### config.mk
export PLATFORM = sky130hd
export DESIGN_NAME = ifmap_stream_buffer
export DESIGN_NICKNAME = d
export VERILOG_FILES = /design/src/rtl/pe_buf_pkg.sv /design/src/rtl/fifo_ptr_ctrl.sv /design/src/rtl/ifmap_stream_buffer.sv
export SDC_FILE = /design/constraint.sdc
export NUM_CORES = 1
export LEC_CHECK = 0
export CAP_MARGIN = 10
export CORE_MARGIN = 2
export CORE_UTILIZATION = 40
export CTS_CLUSTER_SIZE = 20
export DETAILED_ROUTE_END_ITERATION = 7
export MAX_ROUTING_LAYER = met4
export PLACE_DENSITY_LB_ADDON = 0.15
export REMOVE_ABC_BUFFERS = 1
export SYNTH_ARGS = -nofsm -noshare
export SYNTH_HDL_FRONTEND = slang
export SYNTH_HIERARCHICAL = 1
export SYNTH_SLANG_ARGS = --single-unit
### constraint.sdc
create_clock -name clk -period 4.7 [get_ports clk]
set_clock_uncertainty 0.05 [all_clocks]
set_input_delay 0.47 -clock clk [delete_from_list [all_inputs] [get_ports clk]]
set_output_delay 0.47 -clock clk [all_outputs]
set_load 0.01 [all_outputs]
### src/rtl/pe_buf_pkg.sv
// Shared types, default sizes and helpers for the PE ifmap stream buffer.
package pe_buf_pkg;

  // Transfer state: wait for start, stream words to the PE, one idle drain cycle.
  typedef enum logic [1:0] {
    IDLE   = 2'd0,
    STREAM = 2'd1,
    DRAIN  = 2'd2
  } state_e;

  localparam int DEFAULT_WIDTH     = 4;
  localparam int DEFAULT_DEPTH     = 8;
  localparam int DEFAULT_LEN_WIDTH = 6;

  // A programmed length of zero still moves one word.
  function automatic logic [31:0] eff_len(input logic [31:0] len);
    return (len == 32'd0) ? 32'd1 : len;
  endfunction

endpackage

### src/rtl/fifo_ptr_ctrl.sv
// Read/write pointer and occupancy bookkeeping for a circular FIFO.
// The caller qualifies push/pop, so push never arrives while full without a pop,
// and pop never arrives while empty.
module fifo_ptr_ctrl #(
  parameter int DEPTH      = 8,
  parameter int ADDR_WIDTH = $clog2(DEPTH)
) (
  input  logic                  clk,
  input  logic                  rst,
  input  logic                  push_i,
  input  logic                  pop_i,
  output logic [ADDR_WIDTH-1:0] wr_ptr_o,
  output logic [ADDR_WIDTH-1:0] rd_ptr_o,
  output logic [ADDR_WIDTH:0]   count_o,
  output logic                  full_o
);

  logic [ADDR_WIDTH-1:0] wr_ptr_q, wr_ptr_d;
  logic [ADDR_WIDTH-1:0] rd_ptr_q, rd_ptr_d;
  logic [ADDR_WIDTH:0]   count_q,  count_d;

  // Next pointers wrap naturally at DEPTH; occupancy moves only on unmatched push/pop.
  always_comb begin
    // NOTE: every always_comb output gets a default first so no path can infer a latch.
    wr_ptr_d = wr_ptr_q;
    rd_ptr_d = rd_ptr_q;
    count_d  = count_q;
    if (push_i) wr_ptr_d = wr_ptr_q + ADDR_WIDTH'(1);
    if (pop_i)  rd_ptr_d = rd_ptr_q + ADDR_WIDTH'(1);
    case ({push_i, pop_i})
      2'b10:   count_d = count_q + (ADDR_WIDTH+1)'(1);
      2'b01:   count_d = count_q - (ADDR_WIDTH+1)'(1);
      default: count_d = count_q;
    endcase
  end

  // Pointer and occupancy registers.
  always_ff @(posedge clk or negedge rst) begin
    // NOTE: state registers use non-blocking assignments so all flops update together.
    if (!rst) begin
      wr_ptr_q <= '0;
      rd_ptr_q <= '0;
      count_q  <= '0;
    end else begin
      wr_ptr_q <= wr_ptr_d;
      rd_ptr_q <= rd_ptr_d;
      count_q  <= count_d;
    end
  end

  assign wr_ptr_o = wr_ptr_q;
  assign rd_ptr_o = rd_ptr_q;
  assign count_o  = count_q;
  assign full_o   = (count_q == (ADDR_WIDTH+1)'(DEPTH));

endmodule

### src/rtl/ifmap_stream_buffer.sv
// First-word-fall-through ifmap FIFO feeding the PE, with a transfer-length
// counter that flags the last word of each transfer on end_signal.
// Optional sticky error flags: define IFMAP_STREAM_BUF_ERR_EN.
module ifmap_stream_buffer
  import pe_buf_pkg::*;
#(
  parameter int WIDTH      = DEFAULT_WIDTH,
  parameter int DEPTH      = DEFAULT_DEPTH,
  parameter int ADDR_WIDTH = $clog2(DEPTH),
  parameter int LEN_WIDTH  = DEFAULT_LEN_WIDTH
) (
  input  logic                 clk,
  input  logic                 rst,
  input  logic                 start,
  input  logic [LEN_WIDTH-1:0] xfer_len,
  input  logic                 wr_en,
  input  logic [WIDTH-1:0]     wr_data,
  output logic                 full,
  output logic [WIDTH-1:0]     dout,
  output logic                 valid,
  input  logic                 rd_en,
  output logic                 end_signal,
  output logic                 busy,
  output logic [ADDR_WIDTH:0]  count
`ifdef IFMAP_STREAM_BUF_ERR_EN
  ,
  output logic                 overflow_err,
  output logic                 underflow_err
`endif
);

  state_e                state_q, state_d;
  logic [LEN_WIDTH-1:0]  rem_q, rem_d;
  logic [WIDTH-1:0]      mem_q [DEPTH];
  logic [ADDR_WIDTH-1:0] wr_ptr, rd_ptr;
  logic                  push, pop;

  // A pop frees a slot in the same cycle, so a push at full is legal alongside it.
  assign pop  = rd_en && valid;
  assign push = wr_en && (!full || pop);

  fifo_ptr_ctrl #(
    .DEPTH      (DEPTH),
    .ADDR_WIDTH (ADDR_WIDTH)
  ) u_ptr (
    .clk      (clk),
    .rst      (rst),
    .push_i   (push),
    .pop_i    (pop),
    .wr_ptr_o (wr_ptr),
    .rd_ptr_o (rd_ptr),
    .count_o  (count),
    .full_o   (full)
  );

  // Storage write port.
  always_ff @(posedge clk) begin
    // NOTE: the data array is deliberately not reset; occupancy gates every read of it.
    if (push) mem_q[wr_ptr] <= wr_data;
  end

  // Head word is presented only while the FIFO holds data; words are hidden outside STREAM.
  assign dout       = (count != '0) ? mem_q[rd_ptr] : '0;
  assign valid      = (state_q == STREAM) && (count != '0);
  assign end_signal = (state_q == STREAM) && valid && (rem_q == LEN_WIDTH'(1));
  assign busy       = (state_q != IDLE);

  // Transfer sequencing and remaining-word count.
  always_comb begin
    state_d = state_q;
    rem_d   = rem_q;
    case (state_q)
      IDLE: begin
        if (start) begin
          state_d = STREAM;
          rem_d   = LEN_WIDTH'(eff_len(32'(xfer_len)));
        end
      end
      STREAM: begin
        if (pop) begin
          if (rem_q == LEN_WIDTH'(1)) state_d = DRAIN;
          else                        rem_d   = rem_q - LEN_WIDTH'(1);
        end
      end
      DRAIN:   state_d = IDLE;
      default: state_d = IDLE;
    endcase
  end

  // State and transfer counter registers.
  always_ff @(posedge clk or negedge rst) begin
    if (!rst) begin
      state_q <= IDLE;
      rem_q   <= '0;
    end else begin
      state_q <= state_d;
      rem_q   <= rem_d;
    end
  end

`ifdef IFMAP_STREAM_BUF_ERR_EN
  logic ovf_q, unf_q;
  logic err_clr, ovf_set, unf_set;

  assign err_clr = start && (state_q == IDLE);
  assign ovf_set = wr_en && full && !pop;
  assign unf_set = rd_en && !valid && (state_q == STREAM);

  // Sticky error flags; cleared by an accepted start, a same-cycle event still sets them.
  always_ff @(posedge clk or negedge rst) begin
    if (!rst) begin
      ovf_q <= 1'b0;
      unf_q <= 1'b0;
    end else begin
      ovf_q <= (ovf_q && !err_clr) || ovf_set;
      unf_q <= (unf_q && !err_clr) || unf_set;
    end
  end

  assign overflow_err  = ovf_q;
  assign underflow_err = unf_q;
`endif

endmodule

Yosys cells after proc, flatten, opt, wreduce, memory -nomap -nowiden
Memories as Yosys holds them, arrays and structs flattened.
Index checks and enable logic that the tools add are counted.
{"block": "word_totals", "register_bits": 18, "ram_bits": 32, "in_bits": 15, "out_inout_bits": 12, "word_cells": 48, "mem_count": 1}
{"block": "classes", "add_sub_neg": 5, "eq_ne": 9, "n_mux": 13, "n_reduce_logical": 15}
{"name": "mem_q", "depth": 8, "width": 4, "rd": 1, "rd_ports_with_merged_regs": 0, "write_ports": 1, "line_no": "ifmap_stream_buffer.sv:34", "text": "logic [WIDTH-1:0] mem_q [DEPTH];"}
{"op": "6-bit two-way mux", "n": 4}
{"op": "6-bit one-hot mux with 2 select lines", "n": 1}
{"op": "4-bit one-hot mux with 2 select lines", "n": 1}
{"op": "3-bit by 1-bit adder with 3-bit output, second input constant", "n": 2}
{"op": "6-bit by 1-bit equality test with 1-bit output, second input constant", "n": 1}
{"op": "6-bit zero test", "n": 1}
{"op": "2-bit two-way mux", "n": 3}
{"op": "2-bit != test, second input constant", "n": 3}
{"op": "2-bit nonzero test", "n": 3}
{"op": "6-bit by 1-bit subtractor with 6-bit output, second input constant", "n": 1}
{"op": "1-bit logical AND", "n": 5}
{"op": "4-bit by 1-bit adder with 4-bit output, second input constant", "n": 1}
{"op": "2-bit by 1-bit equality test with 1-bit output, second input constant", "n": 2}
{"op": "4-bit equality test, second input constant", "n": 1}
{"op": "4-bit two-way mux", "n": 1}
{"op": "2-bit one-hot mux with 2 select lines", "n": 1}
{"op": "4-bit AND reduction", "n": 1}
{"op": "4-bit nonzero test", "n": 1}
{"op": "4-bit by 1-bit subtractor with 4-bit output, second input constant", "n": 1}
{"op": "3-bit AND reduction", "n": 1}
{"op": "2-bit equality test, second input constant", "n": 1}
{"op": "2-bit zero test", "n": 1}
{"op": "1-bit two-way mux", "n": 2}
{"op": "2-bit by 1-bit != test with 1-bit output, second input constant", "n": 1}
{"op": "2 further kinds", "n": 2}

Logic depth before layout (Yosys ltp)
Gate-level depths: netlist (run 1).
{"block": "logic_depth", "word_depth": 7, "ltp_mapped": 12, "depth_no_buf": 11}

By module
Netlist (run 1), hierarchy kept.
{"module": "ifmap_stream_buffer", "n_inst": 1, "cells_each": 135, "area_each_um2": 1889.3, "seq_area_each_um2": 1161.1}
{"module": "fifo_ptr_ctrl", "n_inst": 1, "cells_each": 40, "area_each_um2": 500.5, "seq_area_each_um2": 250.2}

Worst setup path after synthesis (run 1)
No wires, ideal clock.
{"block": "synth_path", "path_type": "flip-flop to flip-flop", "startpoint": "register u_ptr.count_q[1], in the netlist u_ptr/count_o[1]", "endpoint": "register u_ptr.count_q[2], in the netlist u_ptr/count_o[2]", "setup_time_ns": 0.135, "t_arrival_ns": 2.604, "required_ns": 4.515, "path_slack_ns": 1.910, "path_stages_with_launch": 12, "path_buffers": 0, "period_less_slack_ns": 2.790, "path_cell_list": "dfrtp_1 -> nor4b_1 -> o31ai_2 -> and2_1 -> inv_1 -> ha_1 -> xor2_1 -> ha_1 -> a21oi_1 -> xor2_1 -> nor2_1 -> xor2_1"}
{"block": "synth_via", "word_cells_on_any_way": 13, "classes_between": "2 x add/sub; 3 x eq/ne; 1 x mux; 7 x reduce/logical"}
{"item": "start, declared", "line_no": "fifo_ptr_ctrl.sv:20", "text": "logic [ADDR_WIDTH:0] count_q, count_d;"}
{"item": "start signal, assigned", "line_no": "fifo_ptr_ctrl.sv:47", "text": "count_q <= count_d;"}
{"item": "4-bit equality test *", "line_no": "fifo_ptr_ctrl.sv:54", "text": "assign full_o = (count_q == (ADDR_WIDTH+1)'(DEPTH));"}
{"item": "net full", "line_no": "ifmap_stream_buffer.sv:18", "text": "output logic full,"}
{"item": "1-bit zero test *", "line_no": "ifmap_stream_buffer.sv:40", "text": "assign push = wr_en && (!full || pop);"}
{"item": "1-bit logical OR *", "line_no": "ifmap_stream_buffer.sv:40"}
{"item": "1-bit logical AND *", "line_no": "ifmap_stream_buffer.sv:40"}
{"item": "net push", "line_no": "ifmap_stream_buffer.sv:36", "text": "logic push, pop;"}
{"item": "2-bit by 1-bit equality test with 1-bit output or 2-bit equality test (tied branches)", "line_no": "fifo_ptr_ctrl.sv:30", "text": "case ({push_i, pop_i})"}
{"item": "4-bit one-hot mux with 2 select lines or 2-bit nonzero test (tied branches)"}
Mark *: on every way through the listed nets, which the timed path passes. The rest lies on a longest branch.
A chain may end at the register's enable or synchronous reset.

Worst setup path in the final report (run 1)
{"block": "layout_path", "startpoint": "register u_ptr.count_q[1], in the netlist u_ptr/count_o[1]", "endpoint": "register u_ptr.count_q[2], in the netlist u_ptr/count_o[2]"}
{"block": "layout_via", "elab_chain_len": 7, "word_cells_on_any_way": 13, "classes_between": "2 x add/sub; 3 x eq/ne; 1 x mux; 7 x reduce/logical"}
{"item": "4-bit nonzero test *", "line_no": "ifmap_stream_buffer.sv:64", "text": "assign valid = (state_q == STREAM) && (count != '0);"}
{"item": "1-bit logical AND *", "line_no": "ifmap_stream_buffer.sv:64"}
{"item": "1-bit logical AND *", "line_no": "ifmap_stream_buffer.sv:39", "text": "assign pop = rd_en && valid;"}
{"item": "net pop", "line_no": "ifmap_stream_buffer.sv:36"}
{"item": "1-bit logical OR", "line_no": "ifmap_stream_buffer.sv:40"}
{"item": "1-bit logical AND", "line_no": "ifmap_stream_buffer.sv:40"}
{"item": "2-bit by 1-bit equality test with 1-bit output or 2-bit equality test (tied branches)", "line_no": "fifo_ptr_ctrl.sv:30"}
{"item": "4-bit one-hot mux with 2 select lines or 2-bit nonzero test (tied branches)"}
Marks and branches as above.

==> flow_metrics.py, run 1 <==
metrics = {
    "status": {
        "status": "finished, final reports clean",
    },
    "worst_setup_path": {
        "required_ns": 4.82,
        "cp_max_fo": 10,
        "crit_type": "flip-flop to flip-flop",
        "cp-start-kind": "flip-flop",
        "cp.arrival_ns": 3.07,
        "cpPeakStageDelay_ns": 0.64,
        "crit_chain": "nor4_4, or3_1, inv_1, ha_1, xor2_1, ha_1, a21oi_1, xor2_1, nor2_1, xor2_1",
        "end_kind": "flip-flop",
        "cp_common_cell": "xor2_1",
        "cp_slowest_cell": "nor4_4",
    },
    "global_route": {
        "grt_pass1_vias": 1517,
        "grtUsageTotal": 0.158,
        "grt_max_degree": 19,
        "antenna_found_initial": 0,
        "grt-ovfl-total": 0,
        "grt_first_pass_wirelength_um": 7400,
    },
    "logic_synthesis": {
        "syn_area_um2": 2390,
        "seq_area_frac_synth": 0.591,
        "yosysUniqueCellTypes": 44,
        "syn_area_per_cell_um2": 13.7,
        "ys_ff_latch": 50,
        "yosys_warnings": 6,
        "syn-instance-count": 175,
    },
    "place": {
        "gp_congestion": 0.868,
        "dp_hpwl_um": 3440,
        "placedCellCount": 271,
        "portBuffers": 26,
        "placed_area_um2": 2720,
    },
    "clock_tree": {
        "worstSkewPairLatency_ns": 0.30,
        "numCtsBuffers": 5,
        "cts_resized": 0,
        "htreeDepth": 2,
        "post_cts_buffers": 0,
        "clock-sinks": 50,
        "path_clk_slew_ns": 0.09,
        "postCtsHoldBufs": 0,
        "clk_path_buf_depth": 2,
        "cts_tree": "yes",
        "root_buffer": "clkbuf_8",
    },
    "timing": {
        "period_needed_ns": 2.95,
        "fin_tns_setup_ns": 0,
        "hold_violations": 0,
        "worstMarginPinSlew_ns": 0.842,
        "rsz0062_at_grt": "no",
        "period_share": 0.628,
        "setup_viol": 0,
        "drv_slew": 0,
        "slew_headroom": 0.437,
        "max_freq_mhz": 339,
    },
    "power_and_ir_drop": {
        "swShare": 0.360,
        "intPower_uw": 1070,
        "clock_power_share": 0.158,
        "power_frac_seq": 0.453,
        "power_uw": 1670,
        "peakVddDrop_mv": 0.234,
        "powerDensity_nw_per_um2": 592,
        "combPwrFrac": 0.390,
        "p_sw_uw": 601,
        "leakage_uw": 0.00103,
    },
    "routing": {
        "post_drt_wl_per_cell_um": 16.9,
        "vias": 1544,
        "firstDrtPassIters": 4,
        "drtIter0Drc": 47,
        "route.detailed.drc": 0,
        "wirelength_um": 4730,
        "via_per_inst": 5.53,
        "ant_nets": 0,
    },
    "die": {
        "io_pins": 27,
        "floorplan.die_area_um2": 6610,
        "coreArea_um2": 5850,
        "die_w_um": 81.3,
        "placementRows": 28,
        "start_util": 0.408,
        "dieHeight_um": 81.3,
    },
    "cells_and_area": {
        "final_common_cell": "edfxtp_1",
        "nNetsFinal": 225,
        "drive_gt1_frac": 0.137,
        "final_cell_mix": "32 x edfxtp_1, 26 x clkdlybuf4s50_1, 18 x dfrtp_1",
        "insertedDiodeCount": 0,
        "stdcell_count": 279,
        "syn2layout_area_growth_pct": 18.1,
        "final_area_um2": 2820,
    },
    "flow_run": {
        "cap_violations": 0,
    },
    "min_path": {
        "hold_path.class": "flip-flop to flip-flop",
    },
}
[layer usage]
metal  track usage  share of wire  vias to the layer above
met1         0.203           0.47                      770
met5             -              0                        -
met4        0.0458          0.012                        0
li1              -              -                      716
met2         0.255           0.48                       53
met3        0.0333          0.039                        5
[per-stage QoR]
stage	setup WS [ns]	hold WS, ns	util
4_1_cts	1.74	0.462	0.482
3_5_place_dp	1.64	0.445	0.465
5_1_grt	1.51	0.490	0.482
2_1_floorplan	1.91	0.124	-
3_3_place_gp	1.73	0.437	0.465
6_report	1.75	0.474	0.482
[power groups by stage]
stage                     Combinational [µW]  Sequential [µW]  Clock [µW]
after CTS                                658              758         273
after floorplan                          428              729           0
final                                    651              756         264
after detailed placement                 654              768           0
after global routing                     718              780         291
after global placement                   641              758           0
[synthesized netlist by cell type (all sizes together)]
| master | n | area share |
|---|---|---|
| edfxtp | 32 | 0.40 |
| dfrtp | 18 | 0.19 |
| nor2 | 14 | 0.022 |
| nand2 | 11 | 0.017 |
| inv | 10 | 0.016 |
| mux4 | 8 | 0.075 |
| ha | 7 | 0.037 |
| o21ai | 6 | 0.013 |
| xor2 | 6 | 0.022 |
| mux2i | 5 | 0.021 |
| a21oi | 4 | 0.0084 |
| a221oi | 4 | 0.017 |
| nand2b | 4 | 0.010 |
| nor3 | 4 | 0.0084 |
| buf | 3 | 0.0063 |
| mux2 | 3 | 0.014 |
| nand3 | 3 | 0.0063 |
| or3 | 3 | 0.0089 |
| xnor2 | 3 | 0.011 |
| a2bb2oi | 2 | 0.0073 |
| clkbuf | 2 | 0.0031 |
| nand3b | 2 | 0.0063 |
| nor4 | 2 | 0.014 |
| o22ai | 2 | 0.0052 |
| or2 | 2 | 0.0052 |
| a211o | 1 | 0.0037 |
| a211oi | 1 | 0.0031 |
| a21o | 1 | 0.0031 |
| a31oi | 1 | 0.0026 |
| and2 | 1 | 0.0026 |
| nor2b | 1 | 0.0026 |
| nor3b | 1 | 0.0031 |
| nor4b | 1 | 0.0037 |
| o211ai | 1 | 0.0031 |
| o31a | 1 | 0.0037 |
| o31ai | 1 | 0.0052 |
| o32ai | 1 | 0.0037 |
| o41ai | 1 | 0.0068 |
| or4 | 1 | 0.0031 |
| or4b | 1 | 0.0042 |
[registers in the layout (all words and copies together) (netlist names)]
signal,flops
u_ptr/wr_ptr_o,3
rem_q,6
u_ptr/count_o,4
state_q,2
mem_q,32
u_ptr/rd_ptr_o,3
[layout make-up]
| class | count | area (µm²) |
|---|---|---|
| flip-flops and latches | 50 | 1410 |
| repair buffers | 26 | 260 |
| inverters | 10 | 37.5 |
| fillers | 507 | 3030 |
| well taps | 75 | 93.8 |
| clock inverters | 2 | 17.5 |
| multi-input cells | 110 | 918 |
| clock buffers | 6 | 82.6 |
[path summary, 6_finish.rpt]
| check | start | endpoint | slack, ns | cells after the start |
|---|---|---|---|---|
| max reg2reg | u_ptr/count_o[1]$_DFFE_PN0P_ | u_ptr/count_o[2]$_DFFE_PN0P_ | 1.75 | 10 |
| min in group asynchronous | rst | rem_q[5]$_DFFE_PN0P_ | 0.60 | 1 |
| min reg2reg | u_ptr/wr_ptr_o[2]$_DFFE_PN0P_ | u_ptr/wr_ptr_o[2]$_DFFE_PN0P_ | 0.47 | 1 |
| max in group asynchronous | rst | u_ptr/wr_ptr_o[1]$_DFFE_PN0P_ | 3.48 | 1 |
| min | u_ptr/wr_ptr_o[2]$_DFFE_PN0P_ | u_ptr/wr_ptr_o[2]$_DFFE_PN0P_ | 0.47 | 1 |
| max | u_ptr/count_o[1]$_DFFE_PN0P_ | u_ptr/count_o[2]$_DFFE_PN0P_ | 1.75 | 10 |
[cells by family (layout without fill, tap and decap cells)]
logic type	after synthesis	in the layout	synth area share
AND/OR/NAND/NOR	51	51	0.118
buffers and inverters	15	44	0.0251
flip-flops	50	50	0.591
XOR/XNOR	9	9	0.0330
AO/OA/AOI/OAI	27	27	0.0859
multiplexers	16	16	0.110
adder cells (fa/ha/maj)	7	7	0.0366
[critical path, delay by kind of cell (launching register included)]
| kind | cells | cell delay (ns) |
|---|---|---|
| xor gates and xnor gates | 3 | 0.50 |
| adders and majority gates | 2 | 0.47 |
| buffers and inverters | 1 | 0.14 |
| DFF | 1 | 0.52 |
| and+or+nand+nor | 3 | 0.98 |
| AOI/OAI and AO/OA | 1 | 0.17 |
(Power assumes the default switching activity.)
==> inputs of run 2 (changes only) <==
==> constraint.sdc (replaced) <==
create_clock -name clk -period 2.8 [get_ports clk]
set_clock_uncertainty 0.05 [all_clocks]
set_input_delay 0.28 -clock clk [delete_from_list [all_inputs] [get_ports clk]]
set_output_delay 0.28 -clock clk [all_outputs]
set_load 0.01 [all_outputs]
==> run 2 against run 1 <==
Non-clock buffer count is 10 higher; combinational power is 87% higher; via count hardly changed; wire length is 3.0% higher; worst setup slack worse by 1.6 ns; global-route usage is 1.1 points higher; sequential power is 61% higher; critical endpoint unchanged; highest routed layer unchanged.
==> flow_metrics.py, run 2 (same netlist as run 1, synthesis figures left out) <==
metrics = {
    "status": {
        "status": "finished, final reports clean",
    },
    "routing": {
        "via_per_inst": 5.34,
        "firstDrtPassIters": 4,
        "route.detailed.drc": 0,
        "drtIter0Drc": 71,
        "post_drt_wl_per_cell_um": 16.8,
        "ant_nets": 0,
        "vias": 1543,
        "wirelength_um": 4870,
    },
    "timing": {
        "worstMarginPinSlew_ns": 0.847,
        "fin_tns_setup_ns": 0,
        "setup_viol": 0,
        "rsz0062_at_grt": "no",
        "hold_ws_ns": 0.402,
        "period_needed_ns": 2.63,
        "hold_violations": 0,
        "max_freq_mhz": 380,
        "period_share": 0.940,
        "drv_slew": 0,
        "slew_headroom": 0.433,
    },
    "clock_tree": {
        "clk_path_buf_depth": 2,
        "cts_tree": "yes",
        "clock-sinks": 50,
        "cts_resized": 0,
        "numCtsBuffers": 5,
        "post_cts_buffers": 0,
        "worstSkewPairLatency_ns": 0.30,
        "htreeDepth": 2,
        "postCtsHoldBufs": 0,
        "path_clk_slew_ns": 0.09,
        "root_buffer": "clkbuf_8",
    },
    "global_route": {
        "grt-ovfl-total": 0,
        "grt_pass1_vias": 1555,
        "antenna_found_initial": 0,
        "grtUsageTotal": 0.169,
        "grt_max_degree": 19,
        "grt_first_pass_wirelength_um": 7880,
    },
    "cells_and_area": {
        "insertedDiodeCount": 0,
        "nNetsFinal": 235,
        "final_common_cell": "edfxtp_1",
        "final_cell_mix": "32 x edfxtp_1, 26 x clkdlybuf4s50_1, 18 x dfrtp_1",
        "largest_reg_flops": 32,
        "final_area_um2": 2920,
        "drive_gt1_frac": 0.182,
        "regMostFlops": "mem_q",
        "syn2layout_area_growth_pct": 22.1,
    },
    "place": {
        "gp_congestion": 0.830,
        "portBuffers": 26,
        "placed_area_um2": 2800,
        "dp_hpwl_um": 3580,
    },
    "power_and_ir_drop": {
        "powerDensity_nw_per_um2": 1010,
        "peakVddDrop_mv": 0.367,
        "power_uw": 2960,
        "leakage_uw": 0.00109,
    },
    "die": {
        "io_pins": 27,
        "coreArea_um2": 5850,
        "die_w_um": 81.3,
        "start_util": 0.408,
        "floorplan.die_area_um2": 6610,
        "dieHeight_um": 81.3,
        "placementRows": 28,
    },
    "worst_setup_path": {
        "cp_slowest_cell": "dfrtp_1",
        "end_kind": "flip-flop",
        "crit_type": "flip-flop to flip-flop",
        "crit_chain": "nor4b_2, o31ai_2, and2_1, inv_1, ha_1, xor2_1, ha_1, a21oi_1, xor2_1, nor2_1, xor2_1",
        "cp_common_cell": "xor2_1",
        "ff2ff_path_depth": 11,
        "cp.arrival_ns": 2.76,
        "cp-start-kind": "flip-flop",
        "reg2reg_slack_ns": 0.17,
        "r2r_start": "u_ptr/count_o[2]$_DFFE_PN0P_",
        "regToRegEndpoint": "u_ptr/count_o[2]$_DFFE_PN0P_",
        "cp_max_fo": 8,
        "required_ns": 2.93,
        "cpPeakStageDelay_ns": 0.51,
    },
    "flow_run": {
        "cap_violations": 0,
    },
    "min_path": {
        "hold_path.class": "primary input to asynchronous set/reset pin",
    },
}
-- run 2: worst max-delay path: cells and delay by family, from the launching register on --
| family | cells | cell delay, ns |
|---|---|---|
| simple gates | 3 | 0.67 |
| flops | 1 | 0.51 |
| xor+xnor | 3 | 0.43 |
| fa+ha+maj | 2 | 0.43 |
| compound gates | 2 | 0.33 |
| buf+inv | 1 | 0.08 |
-- run 2: final cells by class --
cell class | count | area (µm²)
inverters | 10 | 37.5
clock inverters | 3 | 47.5
flip-flops and latches | 50 | 1410
clock buffers | 5 | 68.8
repair buffers | 36 | 335
fillers | 516 | 2930
well taps | 75 | 93.8
multi-input cells | 110 | 925
-- run 2: report_power, final --
group	internal, µW	switching (µW)	leakage, µW
clock	271	251	0.0000587
sequential	984	233	0.000502
combinational	659	565	0.000531
total	1910	1050	0.00109
-- run 2: metal layers --
| layer | routed length (µm) | up-vias | GRT usage |
|---|---|---|---|
| met3 | 143 | 8 | 0.0356 |
| met4 | 82 | 0 | 0.0610 |
| met1 | 2140 | 782 | 0.205 |
| met5 | 0 | - | - |
| li1 | - | 732 | - |
| met2 | 2500 | 21 | 0.279 |
-- run 2: metrics by stage --
stage | utilization | cells | worst slack [ns]
after floorplan | - | 170 | 0.0101
after global placement | 0.478 | 281 | 0.177
after detailed placement | 0.478 | 281 | 0.0638
after CTS | 0.498 | 289 | 0.114
after global routing | 0.499 | 289 | 0.0573
final | 0.499 | 289 | 0.169
-- run 2: how the worst max path moves through the flow --
stage / cells after the start / endpoint / slack, ns / from
2_1_floorplan: 11 / u_ptr/count_o[2]$_DFFE_PN0P_ / 0.01 / u_ptr/count_o[1]$_DFFE_PN0P_
3_3_place_gp: 10 / u_ptr/count_o[3]$_DFFE_PN0P_ / 0.18 / rd_en
3_5_place_dp: 10 / u_ptr/count_o[3]$_DFFE_PN0P_ / 0.06 / rd_en
4_1_cts: 11 / u_ptr/count_o[2]$_DFFE_PN0P_ / 0.11 / u_ptr/count_o[2]$_DFFE_PN0P_
5_1_grt: 11 / u_ptr/count_o[2]$_DFFE_PN0P_ / 0.06 / u_ptr/count_o[2]$_DFFE_PN0P_
6_report: 11 / u_ptr/count_o[2]$_DFFE_PN0P_ / 0.17 / u_ptr/count_o[2]$_DFFE_PN0P_
